<file path="src/rtl/datain_pio.sv">
// datain_pio: Avalon-MM slave input PIO, companion to the 16-bit output PIO.
// Synchronises the asynchronous in_port bus, captures per-bit edges into a
// sticky write-1-to-clear register and raises a maskable level IRQ.
//
// Ports:
//   clk, reset            system clock, asynchronous active-high reset
//   address               word address (0 data, 1 reserved, 2 irqmask,
//                         3 edgecapture)
//   chipselect            slave select
//   read_n, write_n       active-low read / write strobes
//   writedata             write data
//   in_port               external input, asynchronous to clk
//   readdata              registered read data, one-cycle read latency
//   irq                   registered interrupt request, active-high
module datain_pio #(
  parameter int unsigned DATA_WIDTH  = 16,
  parameter int unsigned SYNC_STAGES = 2,
  parameter int unsigned EDGE_TYPE   = 0
) (
  input  logic                  clk,
  input  logic                  reset,
  input  logic [1:0]            address,
  input  logic                  chipselect,
  input  logic                  read_n,
  input  logic                  write_n,
  input  logic [DATA_WIDTH-1:0] writedata,
  input  logic [DATA_WIDTH-1:0] in_port,
  output logic [DATA_WIDTH-1:0] readdata,
  output logic                  irq
);

  localparam int unsigned ARM_TERM = SYNC_STAGES + 1;
  localparam int unsigned ARM_W    = $clog2(ARM_TERM + 1);
  localparam logic [ARM_W-1:0] ARM_TERM_V = ARM_TERM[ARM_W-1:0];

  logic [DATA_WIDTH-1:0] sync_q [SYNC_STAGES];
  logic [DATA_WIDTH-1:0] s;
  logic [DATA_WIDTH-1:0] s_d;
  logic [DATA_WIDTH-1:0] det;
  logic [DATA_WIDTH-1:0] irqmask;
  logic [DATA_WIDTH-1:0] edgecapture;
  logic [DATA_WIDTH-1:0] rd_mux;
  logic [DATA_WIDTH-1:0] clr_mask;
  logic [ARM_W-1:0]      arm_cnt;
  logic                  armed;
  logic                  wr_en;
  logic                  rd_en;

  assign s     = sync_q[SYNC_STAGES-1];
  assign armed = (arm_cnt == ARM_TERM_V);
  assign wr_en = chipselect & ~write_n;
  assign rd_en = chipselect & ~read_n;

  always_ff @(posedge clk or posedge reset) begin
    if (reset) begin
      for (int unsigned i = 0; i < SYNC_STAGES; i++) sync_q[i] <= '0;
      s_d <= '0;
    end else begin
      sync_q[0] <= in_port;
      for (int unsigned i = 1; i < SYNC_STAGES; i++) sync_q[i] <= sync_q[i-1];
      s_d <= s;
    end
  end

  // Holding edge detection off until the chain and s_d carry real samples
  // keeps a high in_port at reset release from looking like a rising edge.
  always_ff @(posedge clk or posedge reset) begin
    if (reset) begin
      arm_cnt <= '0;
    end else if (!armed) begin
      arm_cnt <= arm_cnt + 1'b1;
    end
  end

  always_comb begin
    det = '0;
    if (armed) begin
      if (EDGE_TYPE == 0)      det = s & ~s_d;
      else if (EDGE_TYPE == 1) det = ~s & s_d;
      else                     det = s ^ s_d;
    end
  end

  always_comb begin
    clr_mask = '0;
    if (wr_en && address == 2'd3) clr_mask = writedata;
  end

  always_comb begin
    rd_mux = '0;
    case (address)
      2'd0:    rd_mux = s;
      2'd1:    rd_mux = '0;
      2'd2:    rd_mux = irqmask;
      default: rd_mux = edgecapture;
    endcase
  end

  always_ff @(posedge clk or posedge reset) begin
    if (reset) begin
      irqmask     <= '0;
      edgecapture <= '0;
      readdata    <= '0;
      irq         <= 1'b0;
    end else begin
      if (wr_en && address == 2'd2) irqmask <= writedata;
      // A new edge overrides a simultaneous write-1-to-clear.
      edgecapture <= det | (edgecapture & ~clr_mask);
      if (rd_en) readdata <= rd_mux;
      irq <= |(edgecapture & irqmask);
    end
  end

endmodule

</file>
<file path="config.mk">
export PLATFORM = sky130hd
export DESIGN_NAME = datain_pio
export DESIGN_NICKNAME = d
export VERILOG_FILES = /design/src/rtl/datain_pio.sv
export SDC_FILE = /design/constraint.sdc
export NUM_CORES = 1
export LEC_CHECK = 0
export CORE_UTILIZATION = 62
export DETAILED_ROUTE_END_ITERATION = 8
export DONT_BUFFER_PORTS = 1
export PLACE_DENSITY = 0.85
export SYNTH_ARGS = -nofsm -noshare
export SYNTH_HDL_FRONTEND = slang
export SYNTH_SLANG_ARGS = --single-unit
</file>
<file path="constraint.sdc">
create_clock -name clk -period 4.4 [get_ports clk]
set_input_delay 1.32 -clock clk [delete_from_list [all_inputs] [get_ports clk]]
set_output_delay 1.32 -clock clk [all_outputs]
set_load 0.005 [all_outputs]
</file>
==> run metrics, run 1 <==
Die Area=0.00619 mm^2; vias in the first global route=2,150; register share of total power=0.596; Post-Syn Instances=between 200 and 300; worst min-delay path class=reg -> reg; Crit Path Max Fanout=16; initial core utilization=0.654; Mean Syn Cell Area=14.1 um^2; fin crit period=between 2 and 2.5 ns; Crit-path slowest cell=and4bb_1; clk buf depth=2; worst hold path depth=0; reg-to-reg startpoint=arm_cnt[0]; critical path class=in -> reg; grt met3 use=0.0558; commonest non-fill, non-tap cells in the layout=99 x dfrtp_1, 29 x nand2_1, 23 x mux2_2; Placer Congestion=0.785; Syn-to-layout area delta=5.84%; final period utilization=0.555; first-iteration detailed-routing DRC count=119; Crit. Startpoint=write_n; Worst-Skew Late Latency=0.36 ns; HPWL Detailed=4250 um; post-route DRC violation count=0; status=finished, final reports clean; design internal power=1.36 mW; largest net degree at the start of global routing=slightly above 80; grt ovf=0; Worst path max stage delay=0.93 ns; reg2reg path depth=2; Yosys reg bits=99; Total Wirelength=6710 um; global-route wire length before repair=around 11,000 um; DR pass1 iterations=4; Sw Ratio=0.235; number of unique standard cell types used by synthesis=24; Fillers=380; gr usage total=0.245; post-CTS setup buffers=0; vias=2,094; PD cells=462 mW/mm^2; final instance area=a little under 0.004 mm^2; die span in y=78.7 um; Yosys warnings=0; DIE WIDTH=78.7 um; IO Count=56; synthesized cell area=around 0.0036 mm^2; Final Hold Fails=0; Slew Viols, Final=0; Total Nets Final=slightly below 300; share of layout cells above drive strength 1=0.202; post-CTS sizing=0; actual slew at the worst max-slew pin=1.02 ns; r2r setup slk=2.78 ns; commonest non-fill, non-tap cell in the layout=dfrtp_1; WHS Endpoint=s[1]; Arrival @ worst endpoint=2.68 ns; sequential cell area=0.00248 mm^2; vias per cell=6.25; Worst-path clk slew=0.08 ns; startpoint types=input port; Worst Path Buf+Inv=0; RSZ-0062 raised after global routing=no; Comb pwr share=0.095; non-filler cells in the finished layout=335; post-route setup TNS=0 ns; htree depth=3; IO buf count=0; Hold Startpoint=sync_q[17]; Leak=1.64 nW; Worst EP required=4.64 ns; initial antenna violation count=0; hold-fix buffers at CTS=0; CP Cell Sequence=and4bb_1, mux2_2; critical path capture point type=register; busiest grt layer=met2; placed inst area=0.00366 mm^2; maximum VDD drop=309 uV; clock skew=0.00903 ns; reg-to-reg endpoint=arm_cnt[1]; clock share of power=0.308; Core Box Area=0.00557 mm^2; Psw=about 0.42 mW; Routed WL per cell=20.0 um; Net Count, Synth=approximately 300; Crit path max-delay family=simple AND/OR/NAND/NOR gates; Multi-input gate area=0.00106 mm^2; CTS tree=yes; maximum clock frequency=about 400 MHz; Core Rows=27; Diodes inserted=0; antenna-violating nets left=0; Slew HR=0.320; clock root buffer=clkbuf_8; Seq/Total Area, Yosys=0.680; dpl cells=around 320; GR Util met2=0.362; GR met1 Demand/Resource=0.341; # clock sinks=between 90 and 100; final setup vio count=0; Max Cap Viol=0; Inserted Clock Buffers=9
[metrics by stage]
step	utilization	setup WS (ns)	hold slack (ns)	power, mW
after floorplan	-	0.490	0.331	1.21
after global placement	0.657	1.66	0.332	1.23
after detailed placement	0.657	1.61	0.338	1.25
after CTS	0.692	1.99	0.357	1.79
after global routing	0.692	1.94	0.362	1.85
final	0.692	1.96	0.355	1.78
[worst max path at each step]
stage                       end  slack (ns)  depth (start not counted)
global route        irqmask[14]        1.94                          2
CTS                 irqmask[12]        1.99                          2
floorplan            arm_cnt[0]        0.49                          1
finish              irqmask[12]        1.96                          2
detailed placement  irqmask[12]        1.61                          2
global placement    irqmask[12]        1.66                          2
[Yosys cell counts, drive strengths merged]
cell type / count / area, um^2
clkbuf: 6 / 23.8
and4b: 1 / 10.0
buf: 9 / 72.6
xnor2: 1 / 8.76
inv: 4 / 15.0
o2bb2ai: 13 / 114
nand2: 29 / 109
mux2: 33 / 409
and4bb: 1 / 12.5
nor2b: 1 / 6.26
a21oi: 16 / 80.1
dfrtp: 99 / 2480
nand4: 1 / 6.26
ha: 1 / 12.5
a22oi: 16 / 120
a32o: 3 / 30.0
a22o: 4 / 35.0
nor2: 17 / 66.3
a221oi: 4 / 35.0
[power by group through the flow]
stage          Clock, mW  Combinational (mW)  Sequential, mW
2_1_floorplan          0               0.151            1.06
3_3_place_gp           0               0.161            1.07
3_5_place_dp           0               0.169            1.08
4_1_cts            0.559               0.171            1.06
5_1_grt            0.590               0.190            1.07
6_report           0.549               0.169            1.06
[registers in the layout (all words and copies together) (netlist names)]
register     flops
irq              1
s               16
arm_cnt          2
edgecapture     16
irqmask         16
readdata        16
sync_q          16
s_d             16
[cells by family after synthesis]
kind of cell | share of synthesized area
compound gates | 0.114
simple gates | 0.0577
buf+inv | 0.0306
xor+xnor | 0.00240
flops | 0.680
fa+ha+maj | 0.00343
mux | 0.112
[per-layer routing]
| layer | wire length (um) | up-vias |
|---|---|---|
| met3 | 348 | 17 |
| li1 | - | 916 |
| met4 | 206 | 0 |
| met2 | 3190 | 71 |
| met5 | 0 | - |
| met1 | 2970 | 1090 |
[cell type report]
type,count,area share
Timing Repair Buffer,3,0.00584
Clock buffer,15,0.0483
Sequential cell,99,0.642
Multi-Input combinational cell,141,0.274
Inverter,4,0.00454
Clock inverter,1,0.00130
Tap cell,72,0.0234
Power figures use the tool's default switching activity.
==> run 2, diff against run 1 <==
==> constraint.sdc (replaced) <==
create_clock -name clk -period 2.42 [get_ports clk]
set_input_delay 0.726 -clock clk [delete_from_list [all_inputs] [get_ports clk]]
set_output_delay 0.726 -clock clk [all_outputs]
set_load 0.005 [all_outputs]
==> run 2 against run 1 <==
Design area increased by 2.3%. Worst setup slack got worse by 1.0 ns. Routed wire length increased by 2.7%. Cell count increased by 0.90%. Register-to-register slack got worse by 1.6 ns. Critical path type is now reg -> out. Largest cell class unchanged. Utilization increased by 1.6 points. Worst hold slack got worse by 0.017 ns. Die area unchanged. Non-clock buffer count increased by 3. Clock skew increased by 0.0023 ns. Flip-flop and latch count unchanged. Highest routed layer unchanged.
==> run metrics, run 2 (same netlist as run 1, synthesis figures left out) <==
hold-fix buffers at CTS=0 (unchanged); GR met1 Demand/Resource=0.351 (+0.0101); IO buf count=0 (unchanged); r2r setup slk=1.15 ns (-1.63 ns); post-CTS setup buffers=0 (unchanged); Arrival @ worst endpoint=0.78 ns (-1.90 ns); Hold WS=0.338 ns (-0.0169 ns); htree depth=3 (unchanged); post-route setup TNS=0 ns (unchanged); DIE WIDTH=78.7 um (unchanged); IO Count=56 (unchanged); busiest grt layer=met2; gr usage total=0.253 (+0.00854); maximum VDD drop=563 uV (+82%); Placer Congestion=0.755 (-3.9%); Slew HR=0.659 (+0.339); Crit Path Max Fanout=2 (-14); placed inst area=0.00370 mm^2 (+0.99%); vias per cell=6.08 (-2.7%); fin crit period=~1.5 ns; vias in the first global route=2,165 (+0.70%); Max Cap Viol=0 (unchanged); RSZ-0062 raised after global routing=no; Routed WL per cell=20.4 um (+1.8%); status=finished, final reports clean; Core Rows=27 (unchanged); Worst EP required=1.69 ns (-2.95 ns); die span in y=78.7 um (unchanged); PD cells=885 mW/mm^2 (+92%); Core Box Area=0.00557 mm^2 (unchanged); Total Nets Final=301 (+1.0%); critical path capture point type=output port; Worst-path clk slew=0.09 ns (about the same); share of layout cells above drive strength 1=0.211 (+0.00901); Die Area=0.00619 mm^2 (unchanged); grt ovf=0 (unchanged); commonest non-fill, non-tap cell in the layout=dfrtp_1; commonest non-fill, non-tap cells in the layout=99 x dfrtp_1, 29 x nand2_1, 23 x mux2_2; critical path class=reg -> out; maximum clock frequency=662 MHz; worst min-delay path class=reg -> reg; final period utilization=0.624; actual slew at the worst max-slew pin=0.512 ns (-0.508 ns); clock root buffer=clkbuf_8; global-route wire length before repair=11,200 um (+3.2%); post-CTS sizing=0 (unchanged); Syn-to-layout area delta=8.24%; Worst-Skew Late Latency=0.37 ns (about the same); HPWL Detailed=4340 um (+2.2%); Final WS setup=0.910 ns (-1.05 ns); Total Wirelength=6890 um (+2.7%); Diodes inserted=0 (unchanged); # clock sinks=99 (unchanged); non-filler cells in the finished layout=338 (+0.90%); initial core utilization=0.654 (unchanged); clock skew=0.0114 ns (+0.00234 ns); Slew Viols, Final=0 (unchanged); largest net degree at the start of global routing=100 (+22%); Design Power=3.49 mW (+96%); dpl cells=322 (+0.94%); post-route DRC violation count=0 (unchanged); final instance area=0.00394 mm^2 (+2.3%); CTS tree=yes; antenna-violating nets left=0 (unchanged); Final Hold Fails=0 (unchanged); vias=2,056 (-1.8%); Inserted Clock Buffers=9 (unchanged); pre-CTS WS=0.662 ns (-0.945 ns); startpoint types=register; final setup vio count=0 (unchanged); Leak=1.68 nW (+2.0%); clk buf depth=2 (unchanged); first-iteration detailed-routing DRC count=221 (+86%); GR Util met2=0.377 (+0.0157); grt met3 use=0.0698 (+0.0140); DR pass1 iterations=4 (unchanged); initial antenna violation count=0 (unchanged); fin util=0.708 (+0.0157)
==> run 2: cell count changes in the layout (fill, tap and decap cells not counted), sizes merged <==
cell      change
buf           +3
bufinv        +3
clkbuf        -3
clkinv        -1
clkinvlp      +2
inv           -1
==> run 2: worst paths after layout <==
path	depth (start not counted)	end	start
worst max-delay path	0	readdata[12]	readdata[12]
worst min-delay path	0	s[5]	sync_q[21]
worst max register to register	3	arm_cnt[1]	arm_cnt[0]
worst min register to register	0	s[5]	sync_q[21]
max in group asynchronous	2	readdata[1]	reset
min in group asynchronous	2	sync_q[30]	reset
==> run 2: layout make-up <==
class / instances / area [um^2]
clock buffers: 12 / 145
clock inverters: 4 / 97.6
fillers: 363 / 1630
inverters: 4 / 18.8
multi-input cells: 141 / 1060
flip-flops and latches: 99 / 2480
well taps: 72 / 90.1
repair buffers: 6 / 57.6
==> run 2: layer usage <==
layer	vias up	wire, um
met3	13	466
met4	0	155
met1	1050	2920
met2	75	3350
li1	918	-
met5	-	0
==> run 2: worst register-to-register path, stage by stage, from the launching register on <==
cell	delay [ns]
dfrtp_1	0.39
ha_1	0.15
buf_4	0.25
mux2_2	0.36
==> run 2: power breakdown <==
group / total (mW) / internal, mW / switching, mW
sequential: 1.93 / 1.81 / 0.119
combinational: 0.310 / 0.180 / 0.130
clock: 1.25 / 0.716 / 0.535
==> run 3, diff against run 2 <==
==> constraint.sdc (replaced) <==
create_clock -name clk -period 1.6 [get_ports clk]
set_input_delay 0.48 -clock clk [delete_from_list [all_inputs] [get_ports clk]]
set_output_delay 0.48 -clock clk [all_outputs]
set_load 0.005 [all_outputs]
==> run 3 against run 2 <==
Worst hold slack got worse by 0.26 ns. Global-route usage increased by 1.2 points. Via count increased by 2.5%. Sequential share of layout area decreased by 1.6 points. Clock power increased by 65%. Total power increased by 57%. Register-to-register slack got worse by 0.96 ns. Utilization increased by 1.8 points. Cell count increased by 0.89%. Flip-flop and latch count unchanged. Highest routed layer unchanged.
==> run metrics, run 3 (same netlist as run 1, synthesis figures left out) <==
status=finished, final reports clean; worst min-delay path class=in -> async; actual slew at the worst max-slew pin=0.509 ns (-0.00291 ns); Slew Viols, Final=0 (unchanged); hold-fix buffers at CTS=0 (unchanged); clk buf depth=2 (unchanged); commonest non-fill, non-tap cells in the layout=99 x dfrtp_1, 29 x nand2_1, 23 x mux2_2; M1 WL=2890 um (-1.1%); Die Area=0.00619 mm^2 (unchanged); Total Wirelength=7240 um (+5.1%); CP Cell Sequence=ha_1, buf_4, nand2_1, o2bb2ai_1; gr usage total=0.266 (+0.0124); critical path capture point type=register; vias in the first global route=2,305 (+6.5%); largest net degree at the start of global routing=52 (-48%); htree depth=3 (unchanged); maximum VDD drop=880 uV (+56%); IO buf count=0 (unchanged); global-route wire length before repair=11,800 um (+5.2%); Crit-path slowest cell=ha_1; DR WL met2=3780 um (+13%); grt ovf=0 (unchanged); DIE WIDTH=78.7 um (unchanged); metal3 WL=489 um (+4.9%); post-CTS setup buffers=0 (unchanged); maximum clock frequency=708 MHz; Inserted Clock Buffers=9 (unchanged); Routed WL per cell=21.2 um (+4.2%); Worst path max stage delay=0.49 ns; Final Hold Fails=0 (unchanged); fin crit period=1.41 ns; final setup vio count=0 (unchanged); initial core utilization=0.654 (unchanged); Core Rows=27 (unchanged); startpoint types=register; Placer Congestion=0.794 (+5.2%); first-iteration detailed-routing DRC count=191 (-14%); Crit. Startpoint=arm_cnt[0]; HPWL Detailed=4630 um (+6.7%); PD cells=1360 mW/mm^2 (+53%); Worst EP required=1.89 ns (+0.20 ns); post-CTS sizing=0 (unchanged); Max Cap Viol=0 (unchanged); placed inst area=0.00377 mm^2 (+2.0%); Diodes inserted=0 (unchanged); die span in y=78.7 um (unchanged); final instance area=0.00404 mm^2 (+2.5%); Leak=1.72 nW (+2.7%); reg-to-reg startpoint=arm_cnt[0]; final period utilization=0.883; antenna-violating nets left=0 (unchanged); DR pass1 iterations=4 (unchanged); CTS tree=yes; commonest non-fill, non-tap cell in the layout=dfrtp_1; fin util=0.725 (+0.0180); Core Box Area=0.00557 mm^2 (unchanged); DR top layer=met4; Arrival @ worst endpoint=1.70 ns (+0.92 ns); Total Nets Final=304 (+1.0%); critical path class=reg -> reg; Syn-to-layout area delta=11.0%; Crit Path Max Fanout=11 (+9); share of layout cells above drive strength 1=0.227 (+0.0162); RSZ-0062 raised after global routing=no; clock skew=0.00686 ns (-0.00451 ns); vias per cell=6.18 (+1.6%); Slew HR=0.660 (+0.00194); # clock sinks=99 (unchanged); initial antenna violation count=0 (unchanged); post-route DRC violation count=0 (unchanged); vias=2,107 (+2.5%); clock root buffer=clkbuf_8; Worst-path clk slew=0.09 ns (about the same); Worst-Skew Late Latency=0.36 ns (about the same); IO Count=56 (unchanged)
-- run 3: power breakdown --
part           switching [mW]  total (mW)  leakage [nW]  internal [mW]
Combinational           0.211       0.497         0.480          0.286
Sequential              0.188        2.93          1.11           2.74
Clock                   0.850        2.06         0.134           1.21
Total                    1.25        5.48          1.72           4.23
-- run 3: worst max-delay path: cells and delay by family, from the launching register on --
family                   cells  cell delay, ns
buffers and inverters        1            0.25
AND/OR/NAND/NOR              1            0.07
AO/OA/AOI/OAI                1            0.14
adder cells (fa/ha/maj)      1            0.49
flip-flops                   1            0.38
-- run 3: final timing paths --
kind	slack, ns	depth (start not counted)	endpoint
max reg2reg	0.19	4	edgecapture[6]
max	0.19	4	edgecapture[6]
max in group asynchronous	1.29	2	readdata[3]
min in group clk	0.14	0	sync_q[27]
min	0.07	2	s[12]
min reg2reg	0.35	0	s[0]
-- run 3: final cells by class --
type | instances | area [um^2]
clock inverter | 7 | 146
clock buffer | 9 | 124
inverter | 4 | 18.8
timing repair buffer | 9 | 130
fill | 347 | 1530
tap | 72 | 90.1
sequential | 99 | 2480
multi-input combinational | 141 | 1060
-- run 3: routing by layer --
layer | track usage | vias up
met3 | 0.0837 | 9
met4 | 0.0852 | 0
met5 | 0 | -
met2 | 0.436 | 80
li1 | - | 923
met1 | 0.338 | 1095
-- run 3: metrics by stage --
step	setup WS, ns	hold slack (ns)	cells	setup TNS, ns	power (mW)
5_1_grt	0.0949	0.0902	341	0	5.69
4_1_cts	0.187	0.0796	341	0	5.53
3_5_place_dp	0.143	0.335	325	0	3.46
6_report	0.188	0.0736	341	0	5.48
2_1_floorplan	-0.0556	0.331	259	-5.51	3.32
3_3_place_gp	0.177	0.332	325	0	3.42
